[src/rtl/piso_pkg.sv]
// Shared types and defaults for the parallel-in serial-out transmitter.
package piso_pkg;

    typedef enum logic [1:0] {
        IDLE   = 2'd0,
        SHIFT  = 2'd1,
        PARITY = 2'd2
    } piso_state_t;

    localparam int PISO_DEFAULT_N = 32;

endpackage

[src/rtl/piso_if.sv]
// Load handshake and serial frame bundle between a word source and the PISO transmitter.
interface piso_if
    import piso_pkg::*;
#(
    parameter int N = PISO_DEFAULT_N
) ();

    logic         load_valid;
    logic         load_ready;
    logic [N-1:0] d;
    logic         en;
    logic         sout;
    logic         svalid;
    logic         slast;
    logic         busy;

    modport master (
        output load_valid, d, en,
        input  load_ready, sout, svalid, slast, busy
    );

    modport slave (
        input  load_valid, d, en,
        output load_ready, sout, svalid, slast, busy
    );

endinterface

[src/rtl/piso_bit_counter.sv]
// Beat counter for one frame: cleared on load, saturates at N-1 and flags the final data beat.
module piso_bit_counter
    import piso_pkg::*;
#(
    parameter int N = PISO_DEFAULT_N
) (
    input  logic                 clk,
    input  logic                 reset_n,
    input  logic                 clear,
    input  logic                 inc,
    output logic                 done,
    output logic [$clog2(N)-1:0] cnt
);

    localparam int CNT_W = $clog2(N);
    localparam logic [CNT_W-1:0] LAST_CNT = CNT_W'(N - 1);

    assign done = (cnt == LAST_CNT);

    // Count enabled data beats; never advances past the final beat.
    always_ff @(posedge clk) begin
        if (!reset_n) begin
            cnt <= {CNT_W{1'b0}};
        end else if (clear) begin
            cnt <= {CNT_W{1'b0}};
        end else if (inc && !done) begin
            cnt <= cnt + CNT_W'(1);
        end else begin
            cnt <= cnt;
        end
    end

endmodule

[src/rtl/piso_32bit_tx.sv]
// Parallel-in serial-out transmitter with back-to-back framing.
// Optional even-parity trailer beat when PISO_PARITY_EN is defined.
module piso_32bit_tx
    import piso_pkg::*;
#(
    parameter int N         = PISO_DEFAULT_N,
    parameter bit MSB_FIRST = 1'b0
) (
    input  logic  clk,
    input  logic  reset_n,
    piso_if.slave bus
);

    localparam int CNT_W = $clog2(N);
`ifdef PISO_PARITY_EN
    localparam bit HAS_PARITY = 1'b1;
`else
    localparam bit HAS_PARITY = 1'b0;
`endif

    function automatic logic even_parity(input logic [N-1:0] w);
        return ^w;
    endfunction

    function automatic logic first_bit(input logic [N-1:0] w);
        return MSB_FIRST ? w[N-1] : w[0];
    endfunction

    function automatic logic [N-1:0] shift_once(input logic [N-1:0] w);
        return MSB_FIRST ? {w[N-2:0], 1'b0} : {1'b0, w[N-1:1]};
    endfunction

    piso_state_t      state_r;
    logic [N-1:0]     shreg_r;
    logic [N-1:0]     shifted_s;
    logic             sout_r;
    logic             svalid_r;
    logic             slast_r;
    logic             busy_r;
    logic             ready_idle_r;
    logic             handoff_r;
    logic             load_ready_s;
    logic             fire_s;
    logic             cnt_inc_s;
    logic             cnt_done_s;
    logic [CNT_W-1:0] cnt_s;
`ifdef PISO_PARITY_EN
    logic             parity_r;
`endif

    // The handoff beat is the only place where readiness follows EN within the cycle.
    assign load_ready_s = ready_idle_r | (handoff_r & bus.en);
    assign fire_s       = bus.load_valid & load_ready_s;
    assign cnt_inc_s    = bus.en & (state_r == SHIFT);
    assign shifted_s    = shift_once(shreg_r);

    assign bus.load_ready = load_ready_s;
    assign bus.sout       = sout_r;
    assign bus.svalid     = svalid_r;
    assign bus.slast      = slast_r;
    assign bus.busy       = busy_r;

    piso_bit_counter #(.N(N)) u_cnt (
        .clk     (clk),
        .reset_n (reset_n),
        .clear   (fire_s),
        .inc     (cnt_inc_s),
        .done    (cnt_done_s),
        .cnt     (cnt_s)
    );

    // Frame FSM, shift register and registered serial outputs.
    always_ff @(posedge clk) begin
        if (!reset_n) begin
            state_r      <= IDLE;
            shreg_r      <= {N{1'b0}};
            sout_r       <= 1'b0;
            svalid_r     <= 1'b0;
            slast_r      <= 1'b0;
            busy_r       <= 1'b0;
            ready_idle_r <= 1'b0;
            handoff_r    <= 1'b0;
`ifdef PISO_PARITY_EN
            parity_r     <= 1'b0;
`endif
        end else if (fire_s) begin
            state_r      <= SHIFT;
            shreg_r      <= bus.d;
            sout_r       <= first_bit(bus.d);
            svalid_r     <= 1'b1;
            slast_r      <= 1'b0;
            busy_r       <= 1'b1;
            ready_idle_r <= 1'b0;
            handoff_r    <= 1'b0;
`ifdef PISO_PARITY_EN
            parity_r     <= even_parity(bus.d);
`endif
        end else begin
            case (state_r)
                IDLE: begin
                    ready_idle_r <= 1'b1;
                end
                SHIFT: begin
                    if (bus.en) begin
                        if (cnt_done_s) begin
`ifdef PISO_PARITY_EN
                            state_r   <= PARITY;
                            shreg_r   <= shifted_s;
                            sout_r    <= parity_r;
                            slast_r   <= 1'b1;
                            handoff_r <= 1'b1;
`else
                            state_r      <= IDLE;
                            shreg_r      <= {N{1'b0}};
                            sout_r       <= 1'b0;
                            svalid_r     <= 1'b0;
                            slast_r      <= 1'b0;
                            busy_r       <= 1'b0;
                            ready_idle_r <= 1'b1;
                            handoff_r    <= 1'b0;
`endif
                        end else begin
                            // The beat after cnt==N-2 is the last one unless parity follows.
                            shreg_r   <= shifted_s;
                            sout_r    <= first_bit(shifted_s);
                            slast_r   <= !HAS_PARITY && (cnt_s == CNT_W'(N - 2));
                            handoff_r <= !HAS_PARITY && (cnt_s == CNT_W'(N - 2));
                        end
                    end
                end
`ifdef PISO_PARITY_EN
                PARITY: begin
                    if (bus.en) begin
                        state_r      <= IDLE;
                        shreg_r      <= {N{1'b0}};
                        sout_r       <= 1'b0;
                        svalid_r     <= 1'b0;
                        slast_r      <= 1'b0;
                        busy_r       <= 1'b0;
                        ready_idle_r <= 1'b1;
                        handoff_r    <= 1'b0;
                    end
                end
`endif
                default: begin
                    state_r      <= IDLE;
                    shreg_r      <= {N{1'b0}};
                    sout_r       <= 1'b0;
                    svalid_r     <= 1'b0;
                    slast_r      <= 1'b0;
                    busy_r       <= 1'b0;
                    ready_idle_r <= 1'b1;
                    handoff_r    <= 1'b0;
                end
            endcase
        end
    end

endmodule
[src/flat_wrapper.sv]
// flat-port wrapper written by rule: the top's interface ports become plain ports
module piso_32bit_tx_flat import piso_pkg::*;
#(
    parameter int N         = PISO_DEFAULT_N,
    parameter bit MSB_FIRST = 1'b0
)
  (clk, reset_n, bus_load_valid, bus_d, bus_en, bus_load_ready, bus_sout, bus_svalid, bus_slast, bus_busy);
  piso_if #(.N(N)) bus_i ();
  input  logic clk;
  input  logic reset_n;
  input wire logic [$bits(bus_i.load_valid)-1:0] bus_load_valid;
  input wire logic [$bits(bus_i.d)-1:0] bus_d;
  input wire logic [$bits(bus_i.en)-1:0] bus_en;
  output wire logic [$bits(bus_i.load_ready)-1:0] bus_load_ready;
  output wire logic [$bits(bus_i.sout)-1:0] bus_sout;
  output wire logic [$bits(bus_i.svalid)-1:0] bus_svalid;
  output wire logic [$bits(bus_i.slast)-1:0] bus_slast;
  output wire logic [$bits(bus_i.busy)-1:0] bus_busy;
  assign bus_i.load_valid = bus_load_valid;
  assign bus_i.d = bus_d;
  assign bus_i.en = bus_en;
  assign bus_load_ready = bus_i.load_ready;
  assign bus_sout = bus_i.sout;
  assign bus_svalid = bus_i.svalid;
  assign bus_slast = bus_i.slast;
  assign bus_busy = bus_i.busy;
  piso_32bit_tx #(.N(N), .MSB_FIRST(MSB_FIRST)) u_core (.clk(clk), .reset_n(reset_n), .bus(bus_i));
endmodule
[config.mk]
export PLATFORM = sky130hd
export DESIGN_NAME = piso_32bit_tx_flat
export DESIGN_NICKNAME = d
export VERILOG_FILES = /design/src/rtl/piso_pkg.sv /design/src/rtl/piso_if.sv /design/src/rtl/piso_bit_counter.sv /design/src/rtl/piso_32bit_tx.sv /design/src/flat_wrapper.sv
export SDC_FILE = /design/constraint.sdc
export NUM_CORES = 1
export LEC_CHECK = 0
export CAP_MARGIN = 15
export CORE_MARGIN = 2
export CORE_UTILIZATION = 54
export DETAILED_ROUTE_END_ITERATION = 10
export PLACE_DENSITY = 0.9
export SETUP_SLACK_MARGIN = 0.1
export SYNTH_ARGS = -nofsm -noshare
export SYNTH_HDL_FRONTEND = slang
export SYNTH_SLANG_ARGS = --single-unit
[constraint.sdc]
create_clock -name clk -period 3 [get_ports clk]
set_input_delay 0.75 -clock clk [delete_from_list [all_inputs] [get_ports clk]]
set_output_delay 0.75 -clock clk [all_outputs]
set_load 0.005 [all_outputs]
# [After elaboration in Yosys (flattened, before gate mapping)]
# Cells that the tools add are included.
[totals] inputBits=36 rom_bits=0 ramBits=0 register_bits=43 wordCells=54 latchBits=0 n_memories=0
[classes] magnitude_cmp=0 bitwise=6 n_mux=22 eq_ne=8 n_addsub=1 reduce_logical=9 multipliers=0 shift=0 n_div=0
[ops] operator="32-bit two-way mux" n=2
[ops] operator="32-bit case mux with 2 select lines" n=1
[ops] operator="31-bit two-way mux" n=1
[ops] operator="1-bit two-way mux" n=12
[ops] operator="5-bit equality test, second input constant" n=2
[ops] operator="3-bit by 2-bit != test with 1-bit output, second input constant" n=2
[ops] operator="1-bit case mux with 2 select lines" n=3
[ops] operator="2-bit AND reduction" n=3
[ops] operator="3-bit AND reduction" n=2
[ops] operator="5-bit by 1-bit adder with 5-bit output, second input constant" n=1
[ops] operator="2-bit two-way mux" n=2
[ops] operator="2-bit != test, second input constant" n=2
[ops] operator="2-bit case mux with 2 select lines" n=1
[ops] operator="1-bit bitwise AND" n=3
[ops] operator="2-bit by 1-bit equality test with 1-bit output, second input constant" n=1
[ops] operator="2-bit logical NOT" n=1
[ops] operator="2-bit by 1-bit != test with 1-bit output, second input constant" n=1
[ops] operator="1-bit inverter" n=2
[ops] operator="2-bit OR reduction" n=1
[ops] operator="1-bit logical AND" n=1
[ops] operator="1-bit logical NOT" n=1
[ops] operator="1-bit bitwise OR" n=1

# [Logic depth before layout (Yosys ltp)]
# Gate-level depths: netlist of the first run.
[logic_depth] word_depth=5 ltp_mapped=8

# [Modules after synthesis]
# Synthesis of the first run repeated with hierarchy kept, for this count alone.
[unflattened] hier_cells=221 hier_area_um2=2322.2
[modules_own_cells] module="piso_32bit_tx" instances=1 area_per_inst_um2=2083.2 cells_each=195
[modules_own_cells] module="piso_bit_counter" instances=1 area_per_inst_um2=239.0 cells_each=26

# [Worst setup path after synthesis of the first run]
# OpenSTA, ideal clock, no wires.
[synth_timing] path_type="input to output" from="input port bus_en" to="output port bus_load_ready" cell_stages=1 arrival_time_ps=975 slack_ps=1275 n_path_buf=0 required_time_ps=2250 cell_sequence="a21o_2"
[synth_via] elab_chain_len=2
[synth_rtl] element="start, declared" line_no="flat_wrapper.sv:13" rtl="input wire logic [$bits(bus_i.en)-1:0] bus_en;"
[synth_rtl] element="1-bit bitwise AND" line_no="piso_32bit_tx.sv:52" rtl="assign load_ready_s = ready_idle_r | (handoff_r & bus.en);"
[synth_rtl] element="1-bit bitwise OR" line_no="piso_32bit_tx.sv:52"
[synth_rtl] element="end, declared" line_no="flat_wrapper.sv:14" rtl="output wire logic [$bits(bus_i.load_ready)-1:0] bus_load_ready;"
# Every way passes these cells.

# [Worst setup path in the final report of the first run]
# Same ends and word-level chain as after synthesis.

==> results of run 1 <==
tightest hold or removal path: cells and delay by family, from the launching register on:
| family | cells | cell delay [ps] |
|---|---|---|
| DFF | 1 | 330 |
| and+or+nand+nor | 2 | 130 |
final timing paths:
kind / from / to / cells after the start
worst min register to register: u_core.shreg_r[26] / u_core.shreg_r[25] / 2
worst max-delay path: bus_en / bus_load_ready / 3
worst min-delay path: u_core.shreg_r[26] / u_core.shreg_r[25] / 2
worst max register to register: u_core.u_cnt.cnt[0] / u_core.shreg_r[1] / 7
placed cells by master, fill, tap and decap left out, types with 4 or more instances in the layout:
| cell | n |
|---|---|
| sky130_fd_sc_hd__nor2_1 | 14 |
| sky130_fd_sc_hd__nand3_1 | 79 |
| sky130_fd_sc_hd__a22oi_1 | 6 |
| sky130_fd_sc_hd__buf_4 | 5 |
| sky130_fd_sc_hd__clkdlybuf4s50_1 | 40 |
| sky130_fd_sc_hd__dfxtp_1 | 40 |
| sky130_fd_sc_hd__ha_1 | 4 |
| sky130_fd_sc_hd__clkbuf_4 | 5 |
| sky130_fd_sc_hd__nor2b_1 | 5 |
| sky130_fd_sc_hd__o21ai_0 | 12 |
| sky130_fd_sc_hd__nand2_1 | 34 |
registers in the layout (all words and copies together), names as in the netlist:
signal and flops:
u_core.shreg_r 31, u_core.u_cnt.cnt 5, u_core.ready_idle_r 1, u_core.bus.slast 1, u_core.bus.svalid 1, u_core.bus.sout 1
area by class of cell:
class	instances	area share
clock buffer	6	0.0219
tap	46	0.0246
multi-input combinational	176	0.404
timing repair buffer	45	0.187
inverter	2	0.00321
sequential	40	0.343
clock inverter	2	0.0166
per-stage QoR:
| stage | total power (uW) | worst slack [ps] | utilization |
|---|---|---|---|
| 2_1_floorplan | 681 | 1280 | - |
| 5_1_grt | 1170 | 306 | 0.700 |
| 3_3_place_gp | 742 | 359 | 0.673 |
| 6_report | 1120 | 354 | 0.700 |
| 4_1_cts | 1120 | 350 | 0.700 |
| 3_5_place_dp | 745 | 349 | 0.673 |
logic make-up after synthesis:
group	Yosys count	share of synthesized area
and+or+nand+nor	144	0.374
DFF	40	0.425
AOI/OAI and AO/OA	25	0.0863
buffers and inverters	19	0.0750
adders and majority gates	4	0.0265
xor gates and xnor gates	3	0.0139
routing by layer:
| layer | vias up | routed length (um) | GRT usage |
|---|---|---|---|
| met3 | 10 | 224 | 0.0714 |
| met2 | 49 | 1920 | 0.343 |
| met4 | 0 | 119 | 0.125 |
| met5 | - | 0 | 0 |
| met1 | 790 | 1750 | 0.258 |
| li1 | 884 | - | - |
where the power goes:
part	total, uW	switching, uW	internal [uW]	leakage (uW)
logic	154	73.5	80.1	0.000577
clock network	383	184	200	0.0000484
registers	580	19.3	561	0.000327
==> run summary, run 1 <==
The flow ran to the end, and the final reports show no timing, DRC or antenna violations. The critical path goes through clkdlybuf4s50_1 > a21o_2 > clkdlybuf4s50_1. The logs give 0.217 for the global router's overall resource usage and 0 for the number of nets still failing antenna checks after routing. In this run the standard cell core region covers 3340 um2. After detailed routing, the number of remaining DRC violations is 0. By instance count, the leading cell after synthesis is sky130_fd_sc_hd__nand3_1. The maximum fanout along the worst path is 4. The run gives 33 as the maximum number of pins on one net before global-route repair. The depth of the CTS H-tree came out at 2.

The logs give 0.425 for the post-synthesis sequential area ratio and 0 for the number of cells upsized or downsized after cts. Counting along the longest clock path gives a buffer depth of 2. The area used by multi-input combinational logic is 943 um2.

The slew at the pin with the worst max-slew slack is 514 ps. The slowest library cell on the worst path was sky130_fd_sc_hd__clkdlybuf4s50_1. The placed instance area is 2250 um2, and the hold buffer count at cts is 0. After detailed routing, the average wire length per cell comes to 12.7 um.

STA classifies the critical path startpoint as an input pin. The final layout contains routed wiring with a total length of 4010 um. Buffers inserted during clock tree synthesis total 5. The cell area that synthesis handed to floorplanning was 1890 um2.

Counting flops and latches in the post-synthesis netlist gives 40. 0 antenna diodes ended up in the layout. The final standard cell area without fillers is 2340 um2. The min-delay analysis places its worst path in the category reg2reg. The post-synthesis async set-or-reset flop share works out to 0.

The clock drives 40 sinks. The floorplan die height was 63.1 um. The final-report max-slew violation count is 0, and the post-placement cell count is 309.

The share of post-route cells with drive strength above 1 works out to 0.0775. The synthesized design contains 0 enable-type register cells. For this block, the initial DRC count from the detailed router was 149. The post-synthesis instance total is 235, and the count of yosys warnings during synthesis is 0. The wire-length estimate of the detail-placed layout is 2700 um. In this design, the stage delay of the slowest critical-path cell is 500 ps. Final hold analysis gives a worst-case slack of 484 ps. The clock latency on the worst-skew pair was 370 ps; the first-pass GRT wire length was 6720 um. The tools report the leakage component of the power as 0.000952 uW. The power per standard cell area works out to 478 nW/um2. The worst setup path is captured at a primary output. The filler cells instantiated in the layout total 276. The most numerous cell type found on the critical path is sky130_fd_sc_hd__clkdlybuf4s50_1. The total via count in the routed design is 1733. The kind of cell adding the most delay to the critical path was buffers and inverters. In the final timing run, aggregate negative setup slack is 0 ps. Share of the synthesized area in the top cell type: 0.425. The area growth from synthesis to layout is 24.0%.

Clock-pin slew was measured on the worst setup and hold paths at 120 ps. The tools report the cell chosen for the clock root as sky130_fd_sc_hd__clkbuf_4. The first TritonRoute pass finished after 4 iterations.

The critical path contains buffers and inverters numbering 2 combined. The final hold violation count was 0; the maximum clock skew at final layout was 12.5 ps. The number of nets handed over by synthesis was 275. The logs give 0.822 for the final weighted congestion in routability-driven placement and 0 for the initial antenna violation count. TritonCTS built the clock tree. Setup repair after global routing left no endpoint under its margin.

After clock tree synthesis, the setup repair step added 0 buffers. At the worst endpoint, the arrival time is 1900 ps. The maximum achievable frequency was 378 MHz. Data on the critical path is required at its endpoint by 2250 ps. The initial core utilization is 0.565, and the post-layout instance count excluding filler cells is 317. Setup slack on the worst reg-to-reg path comes out at 1140 ps. Setup violations remaining at the end of the flow were counted as 0. In this run the core area contains 21 standard-cell rows. Pin placement for this block handled 41 I/O pins.

Sorting the synthesized cells by area gives the leading types as sky130_fd_sc_hd__dfxtp_1 42%, sky130_fd_sc_hd__nand3_1 21%, sky130_fd_sc_hd__nand2_1 6.8%, sky130_fd_sc_hd__buf_6 4.8%, sky130_fd_sc_hd__o21ai_0 3.2%. For the total number of nets in the final design, the log shows 310. In the synthesized netlist, the cells that appear most often are 79 x sky130_fd_sc_hd__nand3_1, 40 x sky130_fd_sc_hd__dfxtp_1, 34 x sky130_fd_sc_hd__nand2_1, 14 x sky130_fd_sc_hd__nor2_1, 12 x sky130_fd_sc_hd__o21ai_0. Cell taking the most area after synthesis: sky130_fd_sc_hd__dfxtp_1.

The floorplan step defined a die boundary enclosing 3980 um2. For the via count of the first global-routing pass, the log shows 1542. The register cell area after layout came out at 801 um2. Yosys mapped the design onto 30 distinct sky130hd cell types. Portion of the clock cycle consumed by the worst path in the final layout: 0.882. The critical path is of the in2out type. The worst relative slew slack was 0.656. Summed over all layers, the global routing overflow is 0. The detail-routed via count per cell is 5.47, and the number of buffer cells added on primary ports is 40. The post-layout minimum cycle time works out to 2650 ps.

The worst-case IR drop observed on VDD is 0.000315 V. From left edge to right edge, the die measures 63.1 um. Dominant synthesized flop cell: sky130_fd_sc_hd__dfxtp_1.

A synthesized cell averages 8.02 um2. The tool flagged a number of max-cap violations equal to 0.
No activity file was read; power rests on OpenSTA's default activity.
==> run 2: changes to the inputs <==
- CELL_PAD_IN_SITES_DETAIL_PLACEMENT: not set -> 1
- CELL_PAD_IN_SITES_GLOBAL_PLACEMENT: not set -> 1
- CORE_UTILIZATION: 54 -> 39
- PLACE_DENSITY: 0.9 -> 0.89
- TNS_END_PERCENT: not set -> 100
==> run 2 against run 1 <==
Hold slack got worse by 9.5 ps; global-route usage fell by 2.6 points; critical path type unchanged; final area fell by 0.11%; clock-buffer cell count did not move; total power fell by 4.0%; combinational power rose by 3%.
==> run summary, run 2 (synthesis results as in run 1) <==
Maximum achievable frequency: 375 MHz. The die covers 5410 um2. The global router's overall resource usage came out at 0.192.

The most critical setup path has its startpoint at bus_en. At the pin with the least slew margin, the transition time is 564 ps. The post-route setup TNS was 0 ps; the number of violations reported at the end of detailed-routing iteration 0 was 153.

The total of max-cap violations is 0, and the detail-routed via count per cell is 5.50. The largest registers in the layout are u_core.shreg_r: 31 flops, u_core.u_cnt.cnt: 5 flops. The arrival time of data at the critical path endpoint is 1910 ps. In the post-route analysis, the smallest setup slack over all paths is 335 ps. The hold buffer count at cts was 0; the number of flip-flops under the largest register name was 31. The run gives 0 as the final hold violation count.

The startpoint identified for the worst register-to-register timing path is u_core.u_cnt.cnt[0]. The number of gates resized after CTS was 0. 0 antenna diodes ended up in the layout. After detailed routing, the average wire length per cell comes to 14.9 um. The logs give 4690 um2 for the standard cell core area and 0.000219 V for the worst vdd rail ir drop. Final cell utilization of the core: 0.498. In this run the critical register-to-register path is captured at u_core.u_cnt.cnt[3].

Along the worst path, the maximum fanout reaches 4. The leakage component of the power is 0.000945 uW, and the power per standard cell area is 459 nW/um2. The worst setup path is launched from an input pin. Once detail routing completed, the nets flagged for antenna violations numbered 0.

After legalization and detailed placement, the total HPWL measured 3300 um. On the critical path the largest part of the delay comes from buffers and inverters. Leaving out fill and tap cells, the most frequent cells in the layout are 79 x sky130_fd_sc_hd__nand3_1, 40 x sky130_fd_sc_hd__clkdlybuf4s50_1, 40 x sky130_fd_sc_hd__dfxtp_1, 34 x sky130_fd_sc_hd__nand2_1, 14 x sky130_fd_sc_hd__nor2_1. The sum of overflow across all layers after global routing is 0.

Setup violations remaining at the end of the flow were counted as 0. Setup repair after global routing left no endpoint under its margin. The die width was 73.5 um. The most numerous cell type found on the critical path is sky130_fd_sc_hd__clkdlybuf4s50_1.

The total number of clock tree sinks was 40. The register with the highest flop count was u_core.shreg_r. The final-report max-slew violation count is 0, and the total CTS buffers is 5. The pre-antenna-repair detailed-routing pass consisted of 4 iterations. After detailed placement, the total cell area comes to 2260 um2. The tools report the clock latency on the worst-skew pair as 290 ps. Leaving out fill and tap cells, the most frequent cell in the layout is sky130_fd_sc_hd__nand3_1. In this run the worst setup path terminates at bus_load_ready. The run gives 0 as the initial antenna violation count. CTS placed an instance of sky130_fd_sc_hd__clkbuf_8 at the clock tree root.

Walking the worst path, the cells encountered are clkdlybuf4s50_1 > a21o_2 > clkdlybuf4s50_1. The slowest library cell on the worst path was sky130_fd_sc_hd__clkdlybuf4s50_1. The run finished with clean final reports. Relative to the synthesized area, the layout overhead comes to 23.8%.

The die is 73.5 um tall. The tools report the total via count in the routed design as 1781. TritonCTS built the clock tree.

The maximum clock skew at final layout came out at 3.79 ps. The share of post-route cells with drive strength above 1 is 0.0704, and the number of stages on the worst setup path is 3. The count of buffers added on input and output ports is 40. At the end of the flow, the number of nets in the layout was 310. The number of buffers and inverters on the critical path is 2.

The worst slack after detailed placement came out at 327 ps. In this run the worst hold path is classified as reg2reg. The post-layout minimum cycle time is 2660 ps, and the count of pins on the block boundary is 41.

The final standard cell area without fillers was 2330 um2. Buffers added to address setup during post-CTS repair amount to 0. The layout has 577 filler cells. The setup check on the worst reg-to-reg path leaves a slack of 1130 ps.

STA puts the critical path data required time at 2250 ps. Clock-pin slew was measured on the worst setup and hold paths at 70 ps. Via count of the first global-routing pass: 1779. The worst setup path is captured at a primary output.

After floorplanning, the core was divided into 25 placement rows. For this run, the slowest stage of the critical path takes 520 ps. The total length of routed wires was 4820 um. Kind of critical path: in2out.

The number of cells on the worst reg-to-reg path was 7; the post-route DRC violation count was 0. The initial core utilization is 0.402, and the maximum number of pins on one net before global-route repair is 33. The portion of the clock cycle consumed by the worst path in the final layout is 0.888. In this run the deepest clock path goes through 2 buffers. The worst relative slew slack is 0.623, and the final weighted congestion in routability-driven placement is 0.826. The first global-routing pass estimated 8050 um of wire. The clock tree synthesis step divided the H-tree into 2 levels.
run 2: changes by cell type in the layout (fill, tap and decap cells not counted), sizes merged:
cell,delta
bufinv,-1
run 2: cell type report:
cell class	count	area, um2	area share
clock buffers	6	72.6	0.0311
clock inverters	1	5.00	0.00214
inverters	2	7.51	0.00322
multi-input cells	176	943	0.404
flip-flops and latches	40	801	0.343
well taps	54	67.6	0.0289
repair buffers	45	438	0.188
run 2: stage by stage:
| step | hold slack (ps) | total power, uW | std cells |
|---|---|---|---|
| 6_report | 474 | 1070 | 324 |
| 5_1_grt | 495 | 1120 | 324 |
| 4_1_cts | 478 | 1090 | 324 |
| 3_5_place_dp | 458 | 751 | 317 |
| 3_3_place_gp | 450 | 745 | 317 |
| 2_1_floorplan | 438 | 681 | 235 |
run 2: power by group:
| group | leakage [uW] | total (uW) | switching, uW | internal, uW |
|---|---|---|---|---|
| sequential | 0.000327 | 581 | 20.2 | 561 |
| combinational | 0.000577 | 158 | 77.7 | 80.1 |
| clock | 0.0000410 | 333 | 175 | 158 |
run 2: how the worst min path moves through the flow:
stage                                     to  slack, ps               start  cells after the start
after CTS                  u_core.shreg_r[8]        480   u_core.shreg_r[8]                      2
after floorplan           u_core.shreg_r[10]        440  u_core.shreg_r[10]                      2
after global placement     u_core.shreg_r[4]        450   u_core.shreg_r[4]                      2
after global routing       u_core.shreg_r[7]        500   u_core.shreg_r[7]                      2
after detailed placement   u_core.shreg_r[8]        460   u_core.shreg_r[8]                      2
final                        u_core.bus.sout        470     u_core.bus.sout                      2
run 2: worst register-to-register path: stages, from the launching register on:
cell and delay (ps):
sky130_fd_sc_hd__dfxtp_1 350, sky130_fd_sc_hd__ha_1 220, sky130_fd_sc_hd__and3_1 200, sky130_fd_sc_hd__ha_1 270, sky130_fd_sc_hd__and3b_1 370, sky130_fd_sc_hd__nand4_1 140
sky130_fd_sc_hd__xor2_1 150, sky130_fd_sc_hd__nor2_1 50
run 2: layer usage:
metal	vias to the layer above	wire, um	GRT usage
met5	-	0	0
met1	859	2200	0.242
met2	32	2400	0.326
li1	883	-	-
met3	7	143	0.0343
met4	0	74	0.0667
